## config.mk

```make
export PLATFORM = sky130hd
export DESIGN_NAME = progmem_fetcher_flat
export DESIGN_NICKNAME = d
export VERILOG_FILES = /design/src/rtl/progmem_fetcher_if.sv /design/src/rtl/progmem_fetcher.sv /design/src/flat_wrapper.sv
export SDC_FILE = /design/constraint.sdc
export NUM_CORES = 1
export LEC_CHECK = 0
export CAP_MARGIN = 30
export CORE_ASPECT_RATIO = 1.5
export CORE_MARGIN = 1.5
export CORE_UTILIZATION = 61
export DETAILED_ROUTE_END_ITERATION = 6
export GPL_TIMING_DRIVEN = 0
export PLACE_DENSITY = 0.92
export SLEW_MARGIN = 25
export SYNTH_ARGS = -nofsm -noshare
export SYNTH_HDL_FRONTEND = slang
export SYNTH_SLANG_ARGS = --single-unit
export TNS_END_PERCENT = 10
```

## constraint.sdc

```tcl
create_clock -name clk -period 19.4 [get_ports clk]
set_input_delay 3.88 -clock clk [delete_from_list [all_inputs] [get_ports clk]]
set_output_delay 3.88 -clock clk [all_outputs]
set_load 0.01 [all_outputs]
```

## src/rtl/progmem_fetcher_if.sv

```systemverilog
// Bus bundle for progmem_fetcher: control, Avalon-MM read master and instruction stream.
// The master modport is the fetcher side; the slave modport is its environment.
interface progmem_fetcher_if #(
  parameter int unsigned ADDR_W = 12
) ();
  logic              start_valid;
  logic [ADDR_W-1:0] start_addr;
  logic              stop;

  logic [ADDR_W-1:0] mst_address;
  logic              mst_read;
  logic [31:0]       mst_readdata;
  logic [1:0]        mst_response;
  logic              mst_waitrequest;

  logic              instr_valid;
  logic [31:0]       instr_data;
  logic [ADDR_W-1:0] instr_addr;
  logic              instr_ready;

  logic              fetch_err;
  logic              busy;

  modport master (
    input  start_valid, start_addr, stop,
    output mst_address, mst_read,
    input  mst_readdata, mst_response, mst_waitrequest,
    output instr_valid, instr_data, instr_addr,
    input  instr_ready,
    output fetch_err, busy
  );

  modport slave (
    output start_valid, start_addr, stop,
    input  mst_address, mst_read,
    output mst_readdata, mst_response, mst_waitrequest,
    input  instr_valid, instr_data, instr_addr,
    output instr_ready,
    input  fetch_err, busy
  );
endinterface

```

## src/rtl/progmem_fetcher.sv

```systemverilog
// Program-memory read master: one outstanding Avalon-MM read at a time, feeding a small
// prefetch FIFO that presents {word, address} pairs to the consumer over valid/ready.
module progmem_fetcher #(
  parameter int unsigned ADDR_W     = 12,
  parameter int unsigned FIFO_DEPTH = 4
) (
  input  logic              clk,
  input  logic              rst,
  progmem_fetcher_if.master bus
);

  localparam int unsigned PtrW = (FIFO_DEPTH > 1) ? $clog2(FIFO_DEPTH) : 1;
  localparam int unsigned CntW = PtrW + 1;

  typedef enum logic [1:0] {StIdle, StFetch, StDrain, StError} state_e;

  state_e            state_q, state_d;
  logic [ADDR_W-1:0] mst_address_q, mst_address_d;
  logic [ADDR_W-1:0] fetch_addr_q, fetch_addr_d;
  logic              mst_read_q, mst_read_d;
  logic              fetch_err_q, fetch_err_d;
  logic [31:0]       data_mem_q [FIFO_DEPTH];
  logic [ADDR_W-1:0] addr_mem_q [FIFO_DEPTH];
  logic [PtrW-1:0]   wr_ptr_q, wr_ptr_d, rd_ptr_q, rd_ptr_d;
  logic [CntW-1:0]   count_q, count_d;

  logic complete, resp_ok, in_flight;
  logic push, pop, issue, busy, instr_valid;

  // A read still pending after this edge keeps mst_read/mst_address frozen.
  assign complete  = mst_read_q & ~bus.mst_waitrequest;
  assign resp_ok   = (bus.mst_response == 2'b00);
  assign in_flight = mst_read_q & ~complete;

  // ---------------------------------------------------------------------------
  // FSM: state register
  // ---------------------------------------------------------------------------
  always_ff @(posedge clk or posedge rst) begin
    if (rst) begin
      state_q <= StIdle;
    end else begin
      state_q <= state_d;
    end
  end

  // ---------------------------------------------------------------------------
  // FSM: next state
  // ---------------------------------------------------------------------------
  always_comb begin
    state_d = state_q;
    if (bus.start_valid) begin
      // A read completing in the same cycle as the restart is simply dropped.
      state_d = in_flight ? StDrain : StFetch;
    end else begin
      case (state_q)
        StFetch: if (complete && !resp_ok) state_d = StError;
        StDrain: if (complete) state_d = StFetch;
        default: state_d = state_q;
      endcase
    end
  end

  // ---------------------------------------------------------------------------
  // FSM: outputs
  // ---------------------------------------------------------------------------
  always_comb begin
    busy        = (state_q != StIdle) | mst_read_q;
    instr_valid = (count_q != '0);
    push        = (state_q == StFetch) & complete & resp_ok & ~bus.start_valid;
    pop         = instr_valid & bus.instr_ready & ~bus.start_valid;
  end

  // ---------------------------------------------------------------------------
  // Datapath next state
  // ---------------------------------------------------------------------------
  always_comb begin
    fetch_addr_d = fetch_addr_q;
    if (bus.start_valid) begin
      fetch_addr_d = bus.start_addr;
    end else if (push) begin
      fetch_addr_d = mst_address_q + ADDR_W'(1);
    end

    if (bus.start_valid) begin
      count_d  = '0;
      wr_ptr_d = '0;
      rd_ptr_d = '0;
    end else begin
      count_d  = count_q + CntW'(push) - CntW'(pop);
      wr_ptr_d = push ? wr_ptr_q + PtrW'(1) : wr_ptr_q;
      rd_ptr_d = pop  ? rd_ptr_q + PtrW'(1) : rd_ptr_q;
    end

    // After a completion the outstanding count is zero, so post-update occupancy decides.
    issue = (state_d == StFetch) & ~in_flight & ~bus.stop & (count_d < CntW'(FIFO_DEPTH));
    mst_read_d    = in_flight | issue;
    mst_address_d = issue ? fetch_addr_d : mst_address_q;

    fetch_err_d = fetch_err_q;
    if (bus.start_valid) begin
      fetch_err_d = 1'b0;
    end else if ((state_q == StFetch) && complete && !resp_ok) begin
      fetch_err_d = 1'b1;
    end
  end

  always_ff @(posedge clk or posedge rst) begin
    if (rst) begin
      mst_address_q <= '0;
      mst_read_q    <= 1'b0;
      fetch_addr_q  <= '0;
      fetch_err_q   <= 1'b0;
      wr_ptr_q      <= '0;
      rd_ptr_q      <= '0;
      count_q       <= '0;
    end else begin
      mst_address_q <= mst_address_d;
      mst_read_q    <= mst_read_d;
      fetch_addr_q  <= fetch_addr_d;
      fetch_err_q   <= fetch_err_d;
      wr_ptr_q      <= wr_ptr_d;
      rd_ptr_q      <= rd_ptr_d;
      count_q       <= count_d;
    end
  end

  // Storage is cleared on reset so the head outputs read zero out of reset.
  always_ff @(posedge clk or posedge rst) begin
    if (rst) begin
      for (int i = 0; i < FIFO_DEPTH; i++) begin
        data_mem_q[i] <= '0;
        addr_mem_q[i] <= '0;
      end
    end else if (push) begin
      data_mem_q[wr_ptr_q] <= bus.mst_readdata;
      addr_mem_q[wr_ptr_q] <= mst_address_q;
    end
  end

  assign bus.mst_address = mst_address_q;
  assign bus.mst_read    = mst_read_q;
  assign bus.instr_valid = instr_valid;
  assign bus.instr_data  = data_mem_q[rd_ptr_q];
  assign bus.instr_addr  = addr_mem_q[rd_ptr_q];
  assign bus.fetch_err   = fetch_err_q;
  assign bus.busy        = busy;

endmodule

```

## src/flat_wrapper.sv

```systemverilog
// flat-port wrapper written by rule: the top's interface ports become plain ports
module progmem_fetcher_flat 
#(
  parameter int unsigned ADDR_W     = 12,
  parameter int unsigned FIFO_DEPTH = 4
)
  (clk, rst, bus_start_valid, bus_start_addr, bus_stop, bus_mst_address, bus_mst_read, bus_mst_readdata, bus_mst_response, bus_mst_waitrequest, bus_instr_valid, bus_instr_data, bus_instr_addr, bus_instr_ready, bus_fetch_err, bus_busy);
  progmem_fetcher_if #(.ADDR_W(ADDR_W)) bus_i ();
  input  logic clk;
  input  logic rst;
  input wire logic [$bits(bus_i.start_valid)-1:0] bus_start_valid;
  input wire logic [$bits(bus_i.start_addr)-1:0] bus_start_addr;
  input wire logic [$bits(bus_i.stop)-1:0] bus_stop;
  output wire logic [$bits(bus_i.mst_address)-1:0] bus_mst_address;
  output wire logic [$bits(bus_i.mst_read)-1:0] bus_mst_read;
  input wire logic [$bits(bus_i.mst_readdata)-1:0] bus_mst_readdata;
  input wire logic [$bits(bus_i.mst_response)-1:0] bus_mst_response;
  input wire logic [$bits(bus_i.mst_waitrequest)-1:0] bus_mst_waitrequest;
  output wire logic [$bits(bus_i.instr_valid)-1:0] bus_instr_valid;
  output wire logic [$bits(bus_i.instr_data)-1:0] bus_instr_data;
  output wire logic [$bits(bus_i.instr_addr)-1:0] bus_instr_addr;
  input wire logic [$bits(bus_i.instr_ready)-1:0] bus_instr_ready;
  output wire logic [$bits(bus_i.fetch_err)-1:0] bus_fetch_err;
  output wire logic [$bits(bus_i.busy)-1:0] bus_busy;
  assign bus_i.start_valid = bus_start_valid;
  assign bus_i.start_addr = bus_start_addr;
  assign bus_i.stop = bus_stop;
  assign bus_mst_address = bus_i.mst_address;
  assign bus_mst_read = bus_i.mst_read;
  assign bus_i.mst_readdata = bus_mst_readdata;
  assign bus_i.mst_response = bus_mst_response;
  assign bus_i.mst_waitrequest = bus_mst_waitrequest;
  assign bus_instr_valid = bus_i.instr_valid;
  assign bus_instr_data = bus_i.instr_data;
  assign bus_instr_addr = bus_i.instr_addr;
  assign bus_i.instr_ready = bus_instr_ready;
  assign bus_fetch_err = bus_i.fetch_err;
  assign bus_busy = bus_i.busy;
  progmem_fetcher #(.ADDR_W(ADDR_W), .FIFO_DEPTH(FIFO_DEPTH)) u_core (.clk(clk), .rst(rst), .bus(bus_i));
endmodule
```

==> results of run 1 <==
==> final timing paths <==
path,end,slack (ns)
min in group asynchronous,u_core.data_mem_q[81]$_DFFE_PP0P_,3.80
setup / recovery,u_core.bus.mst_address[3]$_DFFE_PP0P_,12.01
hold reg to reg,u_core.addr_mem_q[3]$_DFFE_PP0P_,0.50
setup reg to reg,u_core.bus.mst_address[3]$_DFFE_PP0P_,15.32
hold / removal,u_core.addr_mem_q[3]$_DFFE_PP0P_,0.50
max in group asynchronous,u_core.data_mem_q[5]$_DFFE_PP0P_,14.85
==> synth_stat cells (all sizes together), types with 2 or more instances <==
cell	number	area share, %
a21o	3	0.22
a21oi	10	0.49
a22oi	3	0.22
and3	2	0.12
and4	3	0.26
buf	25	2.2
clkbuf	20	0.74
dfrtp	211	52
ha	10	1.2
inv	11	0.41
mux2	184	25
mux2i	3	0.30
mux4	44	9.7
nand2	22	1.3
nand2b	2	0.12
nand3	7	0.34
nand3b	2	0.27
nand4	2	0.12
nor2	12	0.44
nor2b	4	0.25
nor3	3	0.15
o21ai	16	0.79
o221ai	3	0.26
o2bb2ai	5	0.43
o31a	4	0.34
o31ai	2	0.15
or3	4	0.25
xnor2	6	0.52
xor2	5	0.43
==> state kept, by name, summed over array words and instances, names as in the netlist <==
signal                  cells
u_core.rd_ptr_q             2
u_core.bus.mst_address     12
u_core.addr_mem_q          48
u_core.fetch_addr_q        12
u_core.data_mem_q         128
u_core.wr_ptr_q             2
u_core.bus.fetch_err        1
u_core.bus.mst_read         1
u_core.count_q              3
u_core.state_q              2
==> cell type report <==
cell class | count | area (um2) | area share, %
clock buffer | 26 | 554 | 4.51
sequential | 211 | 5280 | 43.0
timing repair buffer | 112 | 1160 | 9.41
inverter | 12 | 53.8 | 0.438
antenna | 1 | 2.50 | 0.0204
multi-input combinational | 372 | 4550 | 37.0
buffer | 45 | 297 | 2.41
clock inverter | 9 | 135 | 1.10
tap | 206 | 258 | 2.10
==> metal layers <==
metal	wire length, um	vias up	global-route usage (%)
li1	-	2618	-
met1	8770	3193	34.5
met2	12100	207	49.1
met3	1260	50	4.60
met4	695	0	9.09
met5	0	-	0
==> power by group through the flow <==
stage	combinational, mW	sequential [mW]	clock [mW]
2_1_floorplan	0.283	0.544	0
3_3_place_gp	0.462	0.546	0
3_5_place_dp	0.480	0.552	0
4_1_cts	0.485	0.547	0.421
5_1_grt	0.515	0.554	0.439
6_report	0.482	0.548	0.414
==> stage by stage <==
step           utilization, %  hold WS, ns  area (um2)
5_1_grt                  75.5        0.520       12300
6_report                 75.5        0.502       12300
3_3_place_gp             70.9        0.481       11500
3_5_place_dp             71.3        0.489       11600
4_1_cts                  75.5        0.504       12300
2_1_floorplan               -        0.474       10200
==> cells by family (layout without fill, tap and decap cells) <==
kind of cell / Yosys count / after routing / synth area share [%]
xor+xnor: 12 / 12 / 1.17
compound gates: 51 / 51 / 3.35
simple gates: 67 / 67 / 3.92
other cells: 0 / 1 / 0
fa+ha+maj: 11 / 11 / 1.43
buf+inv: 57 / 204 / 3.37
flops: 211 / 211 / 51.9
mux: 231 / 231 / 34.8
==> results.sh, run 1 <==
export IMPL_status="finished, final reports clean"
export IMPL_cts_tree="done"
export IMPL_avgRoutedWirePerCell_um=23.0
export IMPL_hp_class="flop to flop"
export IMPL_drc=0
export IMPL_htreeDepth=1
export IMPL_tightestPinTransition_ns=0.811
export IMPL_cp_num_cells=15
export IMPL_ys_seq_area_share_pct=51.9
export IMPL_fin_crit_sh_pct=38.1
export IMPL_ys_types=50
export IMPL_critical_path_max_stage_delay_ns=0.48
export IMPL_power_density_mw_per_mm2=118
export IMPL_intPower_mw=1.02
export IMPL_core_region_area_mm2=0.0163
export IMPL_max_freq_mhz=135
export IMPL_gp_routability_congestion=0.846
export IMPL_synth_edf_count=0
export IMPL_cap_violations=0
export IMPL_crit_family="buffers and inverters"
export IMPL_path_buf_inv=7
export IMPL_ir_drop_v=0.000100
export IMPL_netSwitchingFraction_pct=29.3
export IMPL_dp_cells=958
export IMPL_cts_setup_buffers=0
export IMPL_path_class="primary input to flop"
export IMPL_nets=838
export IMPL_power_mw=1.44
export IMPL_slew_viol_final=0
export IMPL_yosys_warnings=0
export IMPL_grt_pass1_wl_um=37600
export IMPL_worst_path_max_fanout=10
export IMPL_syn_instance_count=640
export IMPL_place_hpwl_um=15500
export IMPL_rsz0062_at_grt="no"
export IMPL_vias_per_cell=6.10
export IMPL_grt_pass1_vias=6879
export IMPL_fin_ws_ns=12.01
export IMPL_setup_violations=0
export IMPL_cts_repair_resized=0
export IMPL_relSlewSlack_pct=45.9
export IMPL_r2r_cells=16
export IMPL_power_share_clock_pct=28.7
export IMPL_rows=57
export IMPL_first_pass_iters=5
export IMPL_syn_area_mm2=0.0102
export IMPL_clkTransAtPathRegs_ns=0.06
export IMPL_synth_seq_cells=211
export IMPL_ys_async_sr_fraction_pct=100
export IMPL_chipHeight_um=161
export IMPL_cts_buffers=21
export IMPL_grt_max_degree=87
export IMPL_n_fill_cell=963
export IMPL_syn_num_nets=703
export IMPL_vias=6068
export IMPL_place_ws_ns=11.60
export IMPL_finalClockSkew_ns=0.0110
export IMPL_seq_power_share_pct=37.9
export IMPL_drt_total_wl_um=22800
export IMPL_hold_violations=0
export IMPL_drive_above_1_share_pct=37.1
export IMPL_avgSynthCellArea_um2=15.9
export IMPL_cts_buffer_depth=3
export IMPL_tns_ns=0
export IMPL_synth_ff_type="dfrtp_1"
export IMPL_start_util_pct=62.5
export IMPL_min_delay_path_depth=1
export IMPL_startpoint="bus_start_valid"
export IMPL_finalNonFillerCells=994
export IMPL_insertion_delay_ns=0.49
export IMPL_slowest_stage="clkbuf_1"
export IMPL_dieArea_mm2=0.0175
export IMPL_pin_count=112
export IMPL_clockRootBuffer="clkbuf_16"
export IMPL_leakagePower_nw=5.99
export IMPL_final_common_cell="dfrtp_1"
export IMPL_layout_common_cells="dfrtp_1, mux2_4, clkdlybuf4s50_1"
export IMPL_critPathRequiredTime_ns=19.77
export IMPL_track_usage_pct=27.8
export IMPL_critPathArrivalTime_ns=7.76
export IMPL_cts_sinks=211
export IMPL_antenna_found_initial=1
export IMPL_cp_end_kind="flop"
export IMPL_die_width_um=108
export IMPL_drt_iter0_markers=405
export IMPL_power_switching_mw=0.424
export IMPL_grt_ovfl_total=0
export IMPL_areaGrowthSynthToFinish_pct=20.8
export IMPL_cts_hold_buffers_added=0
export IMPL_ant_nets=0
export IMPL_cp_start_kind="primary input"
export IMPL_period_minus_slack_ns=7.39
export IMPL_crit_chain="clkbuf_1 -> clkbuf_1 -> clkbuf_1 -> nor2_1 -> ha_1 -> inv_1 -> ha_1 -> inv_1 -> fa_1 -> xnor3_1 -> o211ai_1 -> inv_1 -> o21ai_1 -> buf_4 -> mux2_2"
export IMPL_pwr_share_comb_pct=33.4
export IMPL_io_buffers=110
export IMPL_r2r_start="u_core.state_q[1]$_DFF_PP0_"
export IMPL_hp_start="u_core.addr_mem_q[3]$_DFFE_PP0P_"
No activity file was read; power rests on OpenSTA's default activity.
==> run 2, diff against run 1 <==
CORE_UTILIZATION = 57   (was 61)
PLACE_DENSITY = 0.88   (was 0.92)
clock period = 7.4 ns   (was 19.4 ns; I/O delays follow)
==> results.sh, run 2 (synthesis gave the netlist of run 1 again) <==
export IMPL_drc=18
export IMPL_grt_pass1_wl_um=37300
export IMPL_violations="DRC"
export IMPL_status="finished, violations left"
export IMPL_critPathRequiredTime_ns=7.77
export IMPL_die_width_um=112
export IMPL_tightestPinTransition_ns=0.861
export IMPL_areaGrowthSynthToFinish_pct=20.3
export IMPL_drive_above_1_share_pct=36.6
export IMPL_start_util_pct=58.4
export IMPL_critPathArrivalTime_ns=5.27
export IMPL_hold_violations=0
export IMPL_reg_top3="u_core.data_mem_q: 128 flops, u_core.addr_mem_q: 48 flops"
export IMPL_slowest_stage="clkbuf_1"
export IMPL_drt_total_wl_um=22600
export IMPL_relSlewSlack_pct=42.6
export IMPL_top_register="u_core.data_mem_q"
export IMPL_gp_routability_congestion=0.845
export IMPL_grt_met1_usage_pct=30.5
export IMPL_io_buffers=110
export IMPL_core_region_area_mm2=0.0174
export IMPL_htreeDepth=1
export IMPL_cp_start_kind="primary input"
export IMPL_n_fill_cell=1139
export IMPL_track_usage_pct=25.2
export IMPL_leakagePower_nw=5.97
export IMPL_finalClockSkew_ns=0.0149
export IMPL_cts_repair_resized=0
export IMPL_cap_violations=0
export IMPL_setup_violations=0
export IMPL_largest_reg_flops=128
export IMPL_max_freq_mhz=204
export IMPL_cts_buffer_depth=3
export IMPL_cp_end_kind="flop"
export IMPL_slew_viol_final=0
export IMPL_critical_path_max_stage_delay_ns=0.46
export IMPL_period_minus_slack_ns=4.90
export IMPL_final_common_cell="dfrtp_1"
export IMPL_vias=5949
export IMPL_clockRootBuffer="clkbuf_16"
export IMPL_final_area_mm2=0.0122
export IMPL_place_hpwl_um=15700
export IMPL_final_core_util_pct=70.2
export IMPL_first_pass_iters=7
export IMPL_drt_iter0_markers=355
export IMPL_vias_per_cell=5.94
export IMPL_worst_path_max_fanout=10
export IMPL_insertion_delay_ns=0.49
export IMPL_nets=838
export IMPL_layout_common_cells="dfrtp_1, mux2_4, clkdlybuf4s50_1"
export IMPL_avgRoutedWirePerCell_um=22.6
export IMPL_cts_sinks=211
export IMPL_ant_nets=0
export IMPL_top_usage_layer="met2"
export IMPL_met2_usage_pct=46.4
export IMPL_met3_usage_pct=3.82
export IMPL_regArea_mm2=0.00528
export IMPL_rows=59
export IMPL_cts_tree="done"
export IMPL_path_class="primary input to flop"
export IMPL_antenna_found_initial=2
export IMPL_pin_count=112
export IMPL_chipHeight_um=167
export IMPL_grt_ovfl_total=0
export IMPL_grt_pass1_vias=6860
export IMPL_dieArea_mm2=0.0187
export IMPL_placedInstanceArea_mm2=0.0116
export IMPL_rsz0062_at_grt="no"
export IMPL_ir_drop_v=0.000290
export IMPL_cts_setup_buffers=0
export IMPL_crit_chain="clkbuf_1 -> clkbuf_1 -> clkbuf_1 -> nor2_1 -> ha_1 -> inv_1 -> ha_1 -> inv_1 -> fa_1 -> xnor3_1 -> o211ai_1 -> inv_1 -> o21ai_1 -> buf_4 -> mux2_2"
export IMPL_cts_hold_buffers_added=0
export IMPL_fin_crit_sh_pct=66.2
export IMPL_cts_buffers=21
export IMPL_multi_input_area_mm2=0.00455
export IMPL_grt_max_degree=84
export IMPL_hp_class="flop to flop"
export IMPL_clkTransAtPathRegs_ns=0.06
export IMPL_power_density_mw_per_mm2=303
## run 2: changes by cell type in the layout (fill, tap and decap cells not counted), moves of 2 or more
cell,previous run,this run
clkbuf_8,1,3
bufinv_16,3,1
clkinvlp_4,2,0
clkbuf_1,24,27
## run 2: where the power goes
part	internal (mW)	leakage, nW	switching (mW)
clock	0.585	0.311	0.420
combinational	0.718	2.78	0.550
sequential	1.32	2.87	0.118
## run 2: path summary, 6_finish.rpt
kind | start | to | slack, ns | cells after the start
max | bus_start_valid | u_core.bus.mst_address[3]$_DFFE_PP0P_ | 2.50 | 15
max in group asynchronous | rst | u_core.addr_mem_q[37]$_DFFE_PP0P_ | 5.29 | 3
min | u_core.addr_mem_q[19]$_DFFE_PP0P_ | u_core.addr_mem_q[19]$_DFFE_PP0P_ | 0.50 | 1
min in group asynchronous | rst | u_core.data_mem_q[49]$_DFFE_PP0P_ | 1.41 | 2
max reg2reg | u_core.state_q[1]$_DFF_PP0_ | u_core.bus.mst_address[3]$_DFFE_PP0P_ | 3.38 | 16
min reg2reg | u_core.addr_mem_q[19]$_DFFE_PP0P_ | u_core.addr_mem_q[19]$_DFFE_PP0P_ | 0.50 | 1
## run 2: per-stage QoR
stage | TNS [ns] | hold WS, ns | std cells | power [mW] | worst slack (ns)
final | 0 | 0.502 | 1001 | 3.71 | 2.50
after global routing | 0 | 0.518 | 1001 | 3.87 | 2.21
after CTS | 0 | 0.503 | 999 | 3.73 | 2.53
after detailed placement | 0 | 0.490 | 965 | 2.72 | 2.02
after global placement | -383.48 | 0.481 | 963 | 2.65 | -1.83
after floorplan | 0 | 0.474 | 640 | 2.17 | 0.154
## run 2: final cells by class
| class | instances | area share, % |
|---|---|---|
| Clock buffer | 31 | 4.85 |
| Antenna cell | 2 | 0.0409 |
| Clock inverter | 3 | 0.327 |
| Sequential cell | 211 | 43.1 |
| Multi-Input combinational cell | 372 | 37.2 |
| Buffer | 45 | 2.42 |
| Tap cell | 213 | 2.18 |
| Inverter | 12 | 0.440 |
| Timing Repair Buffer | 112 | 9.45 |
## run 2: worst max-delay path: cells and delay by family
| family | cells | cell delay [ns] |
|---|---|---|
| buf+inv | 7 | 1.68 |
| mux | 1 | 0.35 |
| xor+xnor | 1 | 0.23 |
| simple gates | 1 | 0.12 |
| compound gates | 2 | 0.62 |
| fa+ha+maj | 3 | 0.79 |
## run 2: metal layers
metal / up-vias / share of wire [%]
met5: - / 0
met4: 0 / 2.4
met3: 40 / 4.9
met2: 183 / 54
met1: 3123 / 38
li1: 2603 / -
==> run 3, diff against run 2 <==
CORE_UTILIZATION = 51   (was 57)
PLACE_DENSITY = 0.83   (was 0.88)
clock period = 4.39 ns   (was 7.4 ns; I/O delays follow)
==> results.sh, run 3 (synthesis gave the netlist of run 1 again) <==
export IMPL_htreeDepth=1
export IMPL_leakagePower_nw=6.08
export IMPL_finalNonFillerCells=1054
export IMPL_chipHeight_um=176
export IMPL_critPathRequiredTime_ns=4.77
export IMPL_start_util_pct=51.8
export IMPL_avgRoutedWirePerCell_um=20.3
export IMPL_n_fill_cell=1398
export IMPL_relSlewSlack_pct=45.5
export IMPL_areaGrowthSynthToFinish_pct=23.1
export IMPL_cp_end_kind="flop"
export IMPL_drt_iter0_markers=335
export IMPL_cap_violations=0
export IMPL_period_minus_slack_ns=4.14
export IMPL_dieArea_mm2=0.0208
export IMPL_vias_per_cell=5.52
export IMPL_place_hpwl_um=14800
export IMPL_multi_input_area_mm2=0.00455
export IMPL_first_pass_iters=4
export IMPL_max_freq_mhz=242
export IMPL_gp_routability_congestion=0.847
export IMPL_power_density_mw_per_mm2=516
export IMPL_hold_ws_ns=0.498
export IMPL_path_buf_inv=7
export IMPL_grt_ovfl_total=0
export IMPL_dp_cells=1017
export IMPL_ant_nets=0
export IMPL_status="finished, final reports clean"
export IMPL_slew_viol_final=0
export IMPL_cts_buffers=22
export IMPL_diodes=0
export IMPL_drive_above_1_share_pct=38.2
export IMPL_largest_reg_flops=128
export IMPL_grt_pass1_wl_um=35500
export IMPL_cp_start_kind="primary input"
export IMPL_placedInstanceArea_mm2=0.0118
export IMPL_grt_max_degree=34
export IMPL_nets=844
export IMPL_track_usage_pct=21.5
export IMPL_cts_tree="done"
export IMPL_clkTransAtPathRegs_ns=0.06
export IMPL_grt_pass1_vias=6460
export IMPL_layout_common_cells="dfrtp_1, mux2_4, clkdlybuf4s50_1"
export IMPL_crit_chain="clkdlybuf4s50_1 -> nand3b_4 -> or3_1 -> buf_6 -> clkinv_2 -> buf_12 -> ha_1 -> inv_1 -> fa_1 -> xnor3_1 -> o211ai_1 -> inv_1 -> o21ai_1 -> buf_4 -> mux2_2"
export IMPL_critPathArrivalTime_ns=4.52
export IMPL_io_buffers=110
export IMPL_clockRootBuffer="clkbuf_16"
export IMPL_core_region_area_mm2=0.0196
export IMPL_critical_path_max_stage_delay_ns=0.46
export IMPL_pin_count=112
export IMPL_path_class="primary input to flop"
export IMPL_path_common_cell="inv_1"
export IMPL_drc=0
export IMPL_hp_class="flop to flop"
export IMPL_reg_top3="u_core.data_mem_q: 128 flops, u_core.addr_mem_q: 48 flops"
export IMPL_crit_family="buffers and inverters"
export IMPL_top_register="u_core.data_mem_q"
export IMPL_setup_violations=0
export IMPL_regArea_mm2=0.00528
export IMPL_cts_buffer_depth=3
export IMPL_insertion_delay_ns=0.49
export IMPL_die_width_um=118
export IMPL_power_mw=6.46
export IMPL_tns_ns=0
export IMPL_fin_crit_sh_pct=94.3
export IMPL_rows=63
export IMPL_cts_sinks=211
export IMPL_finalClockSkew_ns=0.00702
export IMPL_rsz0062_at_grt="no"
export IMPL_worst_path_max_fanout=10
export IMPL_antenna_found_initial=0
export IMPL_final_area_mm2=0.0125
export IMPL_slowest_stage="clkdlybuf4s50_1"
export IMPL_ir_drop_v=0.000351
export IMPL_vias=5815
export IMPL_tightestPinTransition_ns=0.818
export IMPL_hold_violations=0
export IMPL_drt_total_wl_um=21400
export IMPL_final_common_cell="dfrtp_1"
## run 3: final timing paths
kind	endpoint	from	slack, ns	depth (start not counted)
setup / recovery	u_core.bus.mst_address[2]$_DFFE_PP0P_	bus_mst_waitrequest	0.25	15
hold / removal	u_core.addr_mem_q[6]$_DFFE_PP0P_	u_core.addr_mem_q[6]$_DFFE_PP0P_	0.50	1
setup reg to reg	u_core.bus.mst_address[2]$_DFFE_PP0P_	u_core.state_q[1]$_DFF_PP0_	0.39	16
hold reg to reg	u_core.addr_mem_q[6]$_DFFE_PP0P_	u_core.addr_mem_q[6]$_DFFE_PP0P_	0.50	1
max in group asynchronous	u_core.data_mem_q[115]$_DFFE_PP0P_	rst	2.51	5
min in group asynchronous	u_core.fetch_addr_q[1]$_DFF_PP0_	rst	0.85	2
## run 3: cell type report
type	count	area share (%)
Buffer	45	2.39
Clock buffer	32	5.43
Clock inverter	5	0.630
Inverter	12	0.400
Multi-Input combinational cell	372	36.3
Sequential cell	211	42.2
Tap cell	260	2.60
Timing Repair Buffer	117	10.0
## run 3: per-stage QoR
stage	setup WS [ns]	util [%]
final	0.250	63.8
after global routing	0.0706	63.8
after CTS	0.0499	63.8
after detailed placement	-0.481	59.9
after global placement	-0.828	59.1
after floorplan	0.389	-
## run 3: timing repair
| item | 4_1_cts | 5_1_grt |
|---|---|---|
| endpoints found under the setup margin | 0 | 4 |
| gates resized for setup | 0 | 4 |
| hold buffers | 0 | 0 |
| setup buffers | 0 | 0 |
## run 3: power by group
| group | switching [mW] | internal [mW] | total (mW) | leakage (nW) |
|---|---|---|---|---|
| logic | 0.894 | 1.22 | 2.11 | 2.83 |
| registers | 0.185 | 2.22 | 2.41 | 2.87 |
| clock network | 0.757 | 1.19 | 1.94 | 0.376 |
## run 3: routing by layer
metal	up-vias	track usage, %	wire (um)
met2	140	38.3	11200
met5	-	0	0
met1	3026	27.4	8900
met4	0	5.54	401
li1	2615	-	-
met3	34	3.71	928
